**config.mk**
```make
export PLATFORM = sky130hd
export DESIGN_NAME = gpr_file_mp
export DESIGN_NICKNAME = d
export VERILOG_FILES = /design/src/rtl/gpr_file_pkg.sv /design/src/rtl/gpr_wr_arbiter.sv /design/src/rtl/gpr_file_mp.sv
export SDC_FILE = /design/constraint.sdc
export NUM_CORES = 1
export LEC_CHECK = 0
export CAP_MARGIN = 20
export CORE_ASPECT_RATIO = 1.4
export CORE_MARGIN = 4
export CORE_UTILIZATION = 50
export CTS_CLUSTER_DIAMETER = 150
export DETAILED_ROUTE_END_ITERATION = 16
export GPL_ROUTABILITY_DRIVEN = 1
export PLACE_DENSITY = 0.7
export SYNTH_ARGS = -nofsm -noshare
export SYNTH_HDL_FRONTEND = slang
export SYNTH_HIERARCHICAL = 1
export SYNTH_SLANG_ARGS = --single-unit
```
**constraint.sdc**
```tcl
create_clock -name clk -period 3.7 [get_ports clk]
set_clock_uncertainty 0.05 [all_clocks]
set_input_delay 0.555 -clock clk [delete_from_list [all_inputs] [get_ports clk]]
set_output_delay 0.555 -clock clk [all_outputs]
set_load 0.01 [all_outputs]
```
**src/rtl/gpr_file_pkg.sv**
```systemverilog
// Shared types and helpers for the multi-port GPR file.
// Optional parity storage is enabled with GPR_FILE_PARITY_EN.
package gpr_file_pkg;

   typedef enum logic {
      CLEAR = 1'b0,
      RUN   = 1'b1
   } state_t;

   localparam int PAR_MAX_W = 1024;

   function automatic int clog2_addr(input int depth);
      int w;
      w = 1;
      for (int i = 1; i < 31; i++) begin
         if ((32'sd1 <<< i) < depth) begin
            w = i + 1;
         end
      end
      return w;
   endfunction

   // Callers zero-extend narrower words, which leaves the XOR unchanged.
   function automatic logic even_parity(input logic [PAR_MAX_W-1:0] data);
      return ^data;
   endfunction

endpackage

```
**src/rtl/gpr_wr_arbiter.sv**
```systemverilog
// Bypass resolver for one read port: finds the winning same-edge write to
// the read address (highest enabled write port wins).
module gpr_wr_arbiter
   import gpr_file_pkg::*;
#(
   parameter int DATA_W   = 32,
   parameter int AW       = 5,
   parameter int NUM_WR   = 1,
   parameter int ZERO_REG = 1
) (
   input  logic [NUM_WR-1:0]        wr_en,
   input  logic [NUM_WR*AW-1:0]     wr_addr,
   input  logic [NUM_WR*DATA_W-1:0] wr_data,
   input  logic [AW-1:0]            rd_addr,
   output logic                     hit,
   output logic [DATA_W-1:0]        data
);

   logic zero_blocked;

   assign zero_blocked = (ZERO_REG != 0) && (rd_addr == '0);

   // Ascending scan: a later (higher-index) match overrides an earlier one.
   always_comb begin
      hit  = 1'b0;
      data = '0;
      for (int p = 0; p < NUM_WR; p++) begin
         if (wr_en[p] && (wr_addr[p*AW +: AW] == rd_addr) && !zero_blocked) begin
            hit  = 1'b1;
            data = wr_data[p*DATA_W +: DATA_W];
         end else begin
            hit  = hit;
            data = data;
         end
      end
   end

endmodule

```
**src/rtl/gpr_file_mp.sv**
```systemverilog
// Multi-port GPR file with write-first bypass and a post-reset clear sweep.
// Define GPR_FILE_PARITY_EN to add a per-entry even-parity bit and parity_err.
module gpr_file_mp
   import gpr_file_pkg::*;
#(
   parameter  int DATA_W   = 32,
   parameter  int DEPTH    = 32,
   parameter  int NUM_RD   = 2,
   parameter  int NUM_WR   = 1,
   parameter  int ZERO_REG = 1,
   localparam int AW       = clog2_addr(DEPTH)
) (
   input  logic                     clk,
   input  logic                     reset,
   input  logic [NUM_WR-1:0]        wr_en,
   input  logic [NUM_WR*AW-1:0]     wr_addr,
   input  logic [NUM_WR*DATA_W-1:0] wr_data,
   input  logic [NUM_RD*AW-1:0]     rd_addr,
   output logic [NUM_RD*DATA_W-1:0] rd_data,
   output logic                     ready
`ifdef GPR_FILE_PARITY_EN
   ,
   output logic [NUM_RD-1:0]        parity_err
`endif
);

`ifdef GPR_FILE_PARITY_EN
   localparam int EW = DATA_W + 1;
`else
   localparam int EW = DATA_W;
`endif

   state_t                     state;
   logic [AW-1:0]              clr_ptr;
   logic [EW-1:0]              mem [DEPTH];
   logic [NUM_RD-1:0]          byp_hit;
   logic [NUM_RD*DATA_W-1:0]   byp_data;

   function automatic logic [EW-1:0] make_entry(input logic [DATA_W-1:0] d);
`ifdef GPR_FILE_PARITY_EN
      return {even_parity(PAR_MAX_W'(d)), d};
`else
      return d;
`endif
   endfunction

   for (genvar r = 0; r < NUM_RD; r++) begin : g_byp
      gpr_wr_arbiter #(
         .DATA_W   (DATA_W),
         .AW       (AW),
         .NUM_WR   (NUM_WR),
         .ZERO_REG (ZERO_REG)
      ) u_arb (
         .wr_en   (wr_en),
         .wr_addr (wr_addr),
         .wr_data (wr_data),
         .rd_addr (rd_addr[r*AW +: AW]),
         .hit     (byp_hit[r]),
         .data    (byp_data[r*DATA_W +: DATA_W])
      );
   end

   // Storage has no reset so it can map onto RAM; the sweep clears it instead.
   always_ff @(posedge clk) begin
      if (!reset) begin
         if (state == CLEAR) begin
            mem[clr_ptr] <= '0;
         end else begin
            for (int p = 0; p < NUM_WR; p++) begin
               if (wr_en[p] && !((ZERO_REG != 0) && (wr_addr[p*AW +: AW] == '0))) begin
                  mem[wr_addr[p*AW +: AW]] <= make_entry(wr_data[p*DATA_W +: DATA_W]);
               end
            end
         end
      end
   end

   // Sweep/run control.
   always_ff @(posedge clk) begin
      if (reset) begin
         state   <= CLEAR;
         clr_ptr <= '0;
         ready   <= 1'b0;
      end else begin
         case (state)
            CLEAR: begin
               clr_ptr <= clr_ptr + AW'(1);
               if (clr_ptr == AW'(DEPTH - 1)) begin
                  state <= RUN;
                  ready <= 1'b1;
               end
            end
            RUN: begin
               ready <= 1'b1;
            end
            default: begin
               state   <= CLEAR;
               clr_ptr <= '0;
               ready   <= 1'b0;
            end
         endcase
      end
   end

   // Registered read ports: zero register, then bypass, then storage.
   always_ff @(posedge clk) begin
      if (reset || (state != RUN)) begin
         rd_data <= '0;
`ifdef GPR_FILE_PARITY_EN
         parity_err <= '0;
`endif
      end else begin
         for (int r = 0; r < NUM_RD; r++) begin
            if ((ZERO_REG != 0) && (rd_addr[r*AW +: AW] == '0)) begin
               rd_data[r*DATA_W +: DATA_W] <= '0;
`ifdef GPR_FILE_PARITY_EN
               parity_err[r] <= 1'b0;
`endif
            end else if (byp_hit[r]) begin
               rd_data[r*DATA_W +: DATA_W] <= byp_data[r*DATA_W +: DATA_W];
`ifdef GPR_FILE_PARITY_EN
               parity_err[r] <= 1'b0;
`endif
            end else begin
               rd_data[r*DATA_W +: DATA_W] <= mem[rd_addr[r*AW +: AW]][DATA_W-1:0];
`ifdef GPR_FILE_PARITY_EN
               parity_err[r] <= ^mem[rd_addr[r*AW +: AW]];
`endif
            end
         end
      end
   end

endmodule

```
**Yosys cells after proc, flatten, opt, wreduce, memory -nomap -nowiden**

Memories as Yosys holds them, arrays and structs flattened. A register that Yosys moved wholly into a read port is not among the register bits.
Index checks and enable logic that the tools add are counted.

- Word-level logic and storage cells: 31
- Memories: 1
- Memory bits (writable): 1024
- Input bits: 50
- Output and inout bits: 65
- Register bits after elaboration: 7

- Add/sub/neg operators: 1
- Bitwise operators: 1
- Equality and inequality tests: 2
- Muxes and demuxes: 14
- Reductions and logical operators: 9

Memories:

| name | words | bits a word | read ports | clocked after Yosys merged registers in | write ports | line | text |
|---|---|---|---|---|---|---|---|
| mem | 32 | 32 | 2 | 2 | 1 | gpr_file_mp.sv:35 | `logic [EW-1:0] mem [DEPTH];` |

Operators with widths:

| cell | number |
|---|---|
| $mux 32 | 1 |
| $reduce_or 32->1 | 1 |
| $logic_not 5->1 | 3 |
| $mux 1 | 11 |
| $add 5x1->5 const B | 1 |
| $eq 5x5->1 const B | 1 |
| $mux 5 | 1 |
| $reduce_or 2->1 | 2 |
| $ne 2x2->1 const B | 1 |
| $pmux 1 s2 | 1 |
| $logic_and 1x1->1 | 1 |
| $logic_not 1->1 | 1 |
| $logic_or 1x1->1 | 1 |
| $not 1->1 | 1 |

**Depth between registers and ports, before layout**

- Word-level depth: 9
- Depth in mapped cells: 11
- Gate-level depth less buffers: 8

**Modules after synthesis**

Netlist, hierarchy kept.

Modules (own cells, without submodules):

| module | sequential area each (um2) | area an instance (um2) | instances | cells an instance |
|---|---|---|---|---|
| gpr_file_mp | 32170.9 | 50091.8 | 1 | 2905 |
| gpr_wr_arbiter | 0.0 | 817.0 | 2 | 125 |

**Least setup slack after synthesis**

Ideal clock, no wire load.

- Path kind: input to register
- Start point: input port wr_addr[1]
- End point: memory mem[18][0] (netlist bit) (enable)
- Cell stages on the path: 5
- Slack: 139 ps
- Data arrival time: 3090 ps
- Path buffers: 0
- Setup time: 421 ps
- Cells stage by stage: or4_1 -> o21a_1 -> nor3b_1 -> a31oi_2 -> nor2_1

- Longest elaborated chain between the ends: 9
- Elaborated cells on any way between the ends: 10
- Those cells by class: 6 x mux; 4 x reduce/logical

Ends and longest elaborated chain:

| element | line | text |
|---|---|---|
| start, declared | gpr_file_mp.sv:16 | `input logic [NUM_WR*AW-1:0] wr_addr,` |
| $logic_not 5->1 | gpr_file_mp.sv:70 | `if (wr_en[p] && !((ZERO_REG != 0) && (wr_addr[p*AW +: AW] == '0))) begin` |
| $logic_not 1->1 | gpr_file_mp.sv:70 |  |
| $logic_and 1x1->1 | gpr_file_mp.sv:70 |  |
| $mux 1 | gpr_file_mp.sv:70 |  |
| $mux 1 | gpr_file_mp.sv:66 | `if (state == CLEAR) begin` |
| $mux 1 | gpr_file_mp.sv:65 | `if (!reset) begin` |
| $mux 1 (not written as such) | gpr_file_mp.sv:71 | `mem[wr_addr[p*AW +: AW]] <= make_entry(wr_data[p*DATA_W +: DATA_W]);` |
| $reduce_or 32->1 (no source line) | -- |  |
| $mux 5 (no source line) or $mux 1 (tied branches) | -- |  |
| end, declared | gpr_file_mp.sv:35 |  |

Parallel ways exist; a longest one is shown, timed or not.

**Final worst setup path**

- Start point: register state
- End point: memory mem[5][15] (netlist bit) (enable)

- Longest elaborated chain between the ends: 5
- Elaborated cells on any way between the ends: 9
- Those cells by class: 8 x mux; 1 x reduce/logical

Ends and longest elaborated chain:

| element | line | text |
|---|---|---|
| start, declared | gpr_file_mp.sv:33 | `state_t state;` |
| start signal, assigned | gpr_file_mp.sv:81 | `state <= CLEAR;` |
| start signal, assigned | gpr_file_mp.sv:89 | `state <= RUN;` |
| start signal, assigned | gpr_file_mp.sv:97 | `state <= CLEAR;` |
| $mux 1 | gpr_file_mp.sv:66 |  |
| $mux 1 | gpr_file_mp.sv:65 |  |
| $mux 1 (not written as such) | gpr_file_mp.sv:71 |  |
| $reduce_or 32->1 (no source line) | -- |  |
| $mux 5 (no source line) or $mux 1 (tied branches) | -- |  |

Parallel ways exist; a longest one is shown, timed or not.

==> metrics.md <==
| Metric | Value |
|---|---|
| Post-synth EDFFs | `1024` |
| RSZ-0062 raised after global routing | `false` |
| Flops & latches, synth | `1095` |
| Clock Latency Late Sink | `0.72 ns` |
| Netlist cell types | `65` |
| Synthesized area | `51700 µm²` |
| Final instance count without filler cells | `roughly 4.8k` |
| MaxCap Viol Count | `0` |
| Slew HR | `20.2%` |
| WP data required | `4.06 ns` |
| Crit end category | `flip-flop` |
| Fillers | `7677` |
| Routed len/inst | `36.0 µm` |
| Multi-input logic area | `18400 µm²` |
| ANT nets after route | `0` |
| DP HPWL | `roughly 110 mm` |
| Avg Cell Area, Syn | `~16 µm²` |
| Worst-Margin Slew | `~1.2 ns` |
| WS Path Type | `flip-flop to flip-flop` |
| Global-route total usage across every layer | `a little under a third` |
| Initial Utilization | `50.4%` |
| Final WL | `172 mm` |
| Post-Syn Nets | `3207` |
| Initial antenna violation count | `6` |
| Final hold violation count | `0` |
| CTS max path bufs | `3` |
| GRT Residual Overflow | `0` |
| Number of port buffers | `114` |
| TritonCTS clock tree | `built` |
| Setup repair bufs after CTS | `0` |
| Sequential area share after synthesis | `62.2%` |
| Worst-path fanout max | `19` |
| LEAKAGE | `between 0.015 and 0.02 µW` |
| Std-Cell Rows | `139` |
| CP Data Arrival Time | `between 3 and 4 ns` |
| Crit start category | `flip-flop` |
| Post-synth top flop | `edfxtp_1` |
| Total number of vias | `approximately 34k` |
| Util after Layout | `between 50 and 60%` |
| Layout cells sized above 1 | `25.8%` |
| Core ar. | `103000 µm²` |
| Via-per-instance ratio | `7.08` |
| Final worst path period need | `3.48 ns` |
| GPL Wtd Cong | `0.917` |
| CTS Buf Count | `102` |
| Area Overhead vs Synth | `15.1%` |
| VDD IR-drop max | `319 µV` |
| Clk slew on worst S/H paths | `~0.060 ns` |
| Outcome | `complete, no violations` |
| Highest clock rate | `288 MHz` |
| Ys async rst share | `0%` |
| Die Wd | `between 200 and 300 µm` |
| CTS Root Cell | `clkbuf_16` |
| Post-CTS sizing | `0` |
| Drt drc | `0` |
| Setup violators final | `0` |
| Largest net degree at the start of global routing | `92` |
| Nets | `3402` |
| Max Slew Vio Count | `0` |
| Vias in the first global route | `34.9k` |
| Die ar. | `around 110000 µm²` |
| IO Pins | `around 120` |
| Synthesized netlist cell count | `3155` |
| Final cycle utilization of the critical path | `a little over nine tenths` |
| PwrDens | `443 nW/µm²` |
| CTS sink count | `1095` |
| R2R Setup Slk | `between 0.2 and 0.25 ns` |
| First-pass GRT wire length | `approximately 250 mm` |
| Drt first pass iters | `6` |
| Dpl cells | `4583` |
| Die H | `389 µm` |
| Cts hold-fix bufs | `0` |
| Hold Path Class | `flip-flop to flip-flop` |
| FF+latch area | `32200 µm²` |
| Yosys warns | `6` |
| Number of H-tree levels | `3` |
| Initial DRC Count | `around 4.7k` |
[per-stage QoR]
stage / power, µW / area, µm² / hold WS (ns) / worst slack (ns) / setup TNS (ns)
after floorplan: 14800 / 51700 / 0.420 / 0.139 / 0
after global placement: 15500 / 56000 / 0.402 / -0.0406 / -0.0494
after detailed placement: 15600 / 56000 / 0.402 / -0.0620 / -1.86
after CTS: 26400 / 59500 / 0.415 / 0.321 / 0
after global routing: 27000 / 59500 / 0.450 / 0.183 / 0
final: 26300 / 59500 / 0.411 / 0.224 / 0
[worst max-delay path, cell delays in order, from the launching register on]
cell and delay, ns:
dfxtp_1 0.69, and3b_1 0.27, o21a_2 0.16, buf_4 0.15, buf_4 0.31, a32o_1 0.25, nand2_1 0.19, nor2_4 0.84
buf_12 0.26
[report_power, final]
part | switching, µW | internal, µW
clock | 4720 | 6290
sequential | 37.5 | 13400
combinational | 1200 | 684
total | 5950 | 20400
[area by class of cell]
type                    count  share of cell area, %
clock inverters            61                   1.08
diodes                      2                0.00841
flip-flops and latches   1095                   54.0
repair buffers            360                   6.23
inverters                  27                  0.170
well taps                1339                   2.81
clock buffers             133                   4.74
multi-input cells        1764                   30.9
[cell families (layout without fill, tap and decap cells)]
family / after synthesis / count (layout) / share of synthesized area, %
AO/OA/AOI/OAI: 514 / 514 / 7.07
XOR/XNOR: 12 / 12 / 0.232
adder cells (fa/ha/maj): 2 / 2 / 0.0484
buffers and inverters: 296 / 581 / 2.89
flip-flops: 1095 / 1095 / 62.2
multiplexers: 640 / 640 / 21.5
other: 0 / 2 / 0
AND/OR/NAND/NOR: 596 / 596 / 6.11
[Yosys cell counts, types with 17 or more instances]
library cell  number  share of area [%]
inv_1             26               0.19
a211oi_1          41               0.60
mux4_2           373                 16
and2_1            33               0.40
a211o_1           17               0.29
nand4b_1          75                1.3
o31a_1            21               0.36
a22oi_1           48               0.70
o21ai_0           98               0.95
a21oi_1           43               0.42
mux2i_1          245                4.7
edfxtp_1        1024                 59
nor2_1            86               0.62
dfxtp_1           71                2.7
clkbuf_1         109               0.79
nand4_1           30               0.36
buf_2             89               0.86
mux2_2            22               0.48
a221oi_1          53               0.90
nor2b_1           22               0.27
o22ai_1           68               0.82
o31ai_1           17               0.25
nor3_2            20               0.39
nand2_1          237                1.7
nor3_1            52               0.50
buf_4             40               0.58
[routing by layer]
| layer | track usage (%) | wire [µm] | up-vias | part of all wire (%) |
|---|---|---|---|---|
| li1 | - | - | 13400 | - |
| met1 | 39.1 | 57700 | 17300 | 34 |
| met2 | 50.4 | 82400 | 2515 | 48 |
| met3 | 7.70 | 20000 | 613 | 12 |
| met4 | 17.7 | 11800 | 4 | 6.9 |
| met5 | 0 | 26 | - | 0.015 |
[registers in the layout, summed over array words and instances (netlist names)]
name and cells:
mem 1024, state 1, rd_data 64, ready 1, clr_ptr 5
[cell usage in the layout, fill, tap and decap left out, types with 56 or more instances in the layout]
| cell type | n |
|---|---|
| nand2_1 | 235 |
| edfxtp_1 | 1024 |
| mux4_2 | 373 |
| buf_4 | 191 |
| nand4b_1 | 75 |
| clkbuf_16 | 106 |
| mux2i_1 | 245 |
| o21ai_0 | 97 |
| dfxtp_1 | 71 |
| o22ai_1 | 68 |
| buf_12 | 56 |
| clkdlybuf4s50_1 | 105 |
[worst paths after layout]
path / cells past startpoint / end / start
setup / recovery: 8 / mem[5][15]$_DFFE_PP_ / state$_SDFF_PP0_
hold / removal: 2 / ready$_SDFFE_PP0P_ / ready$_SDFFE_PP0P_
setup reg to reg: 8 / mem[5][15]$_DFFE_PP_ / state$_SDFF_PP0_
hold reg to reg: 2 / ready$_SDFFE_PP0P_ / ready$_SDFFE_PP0P_
(Power assumes the default switching activity.)
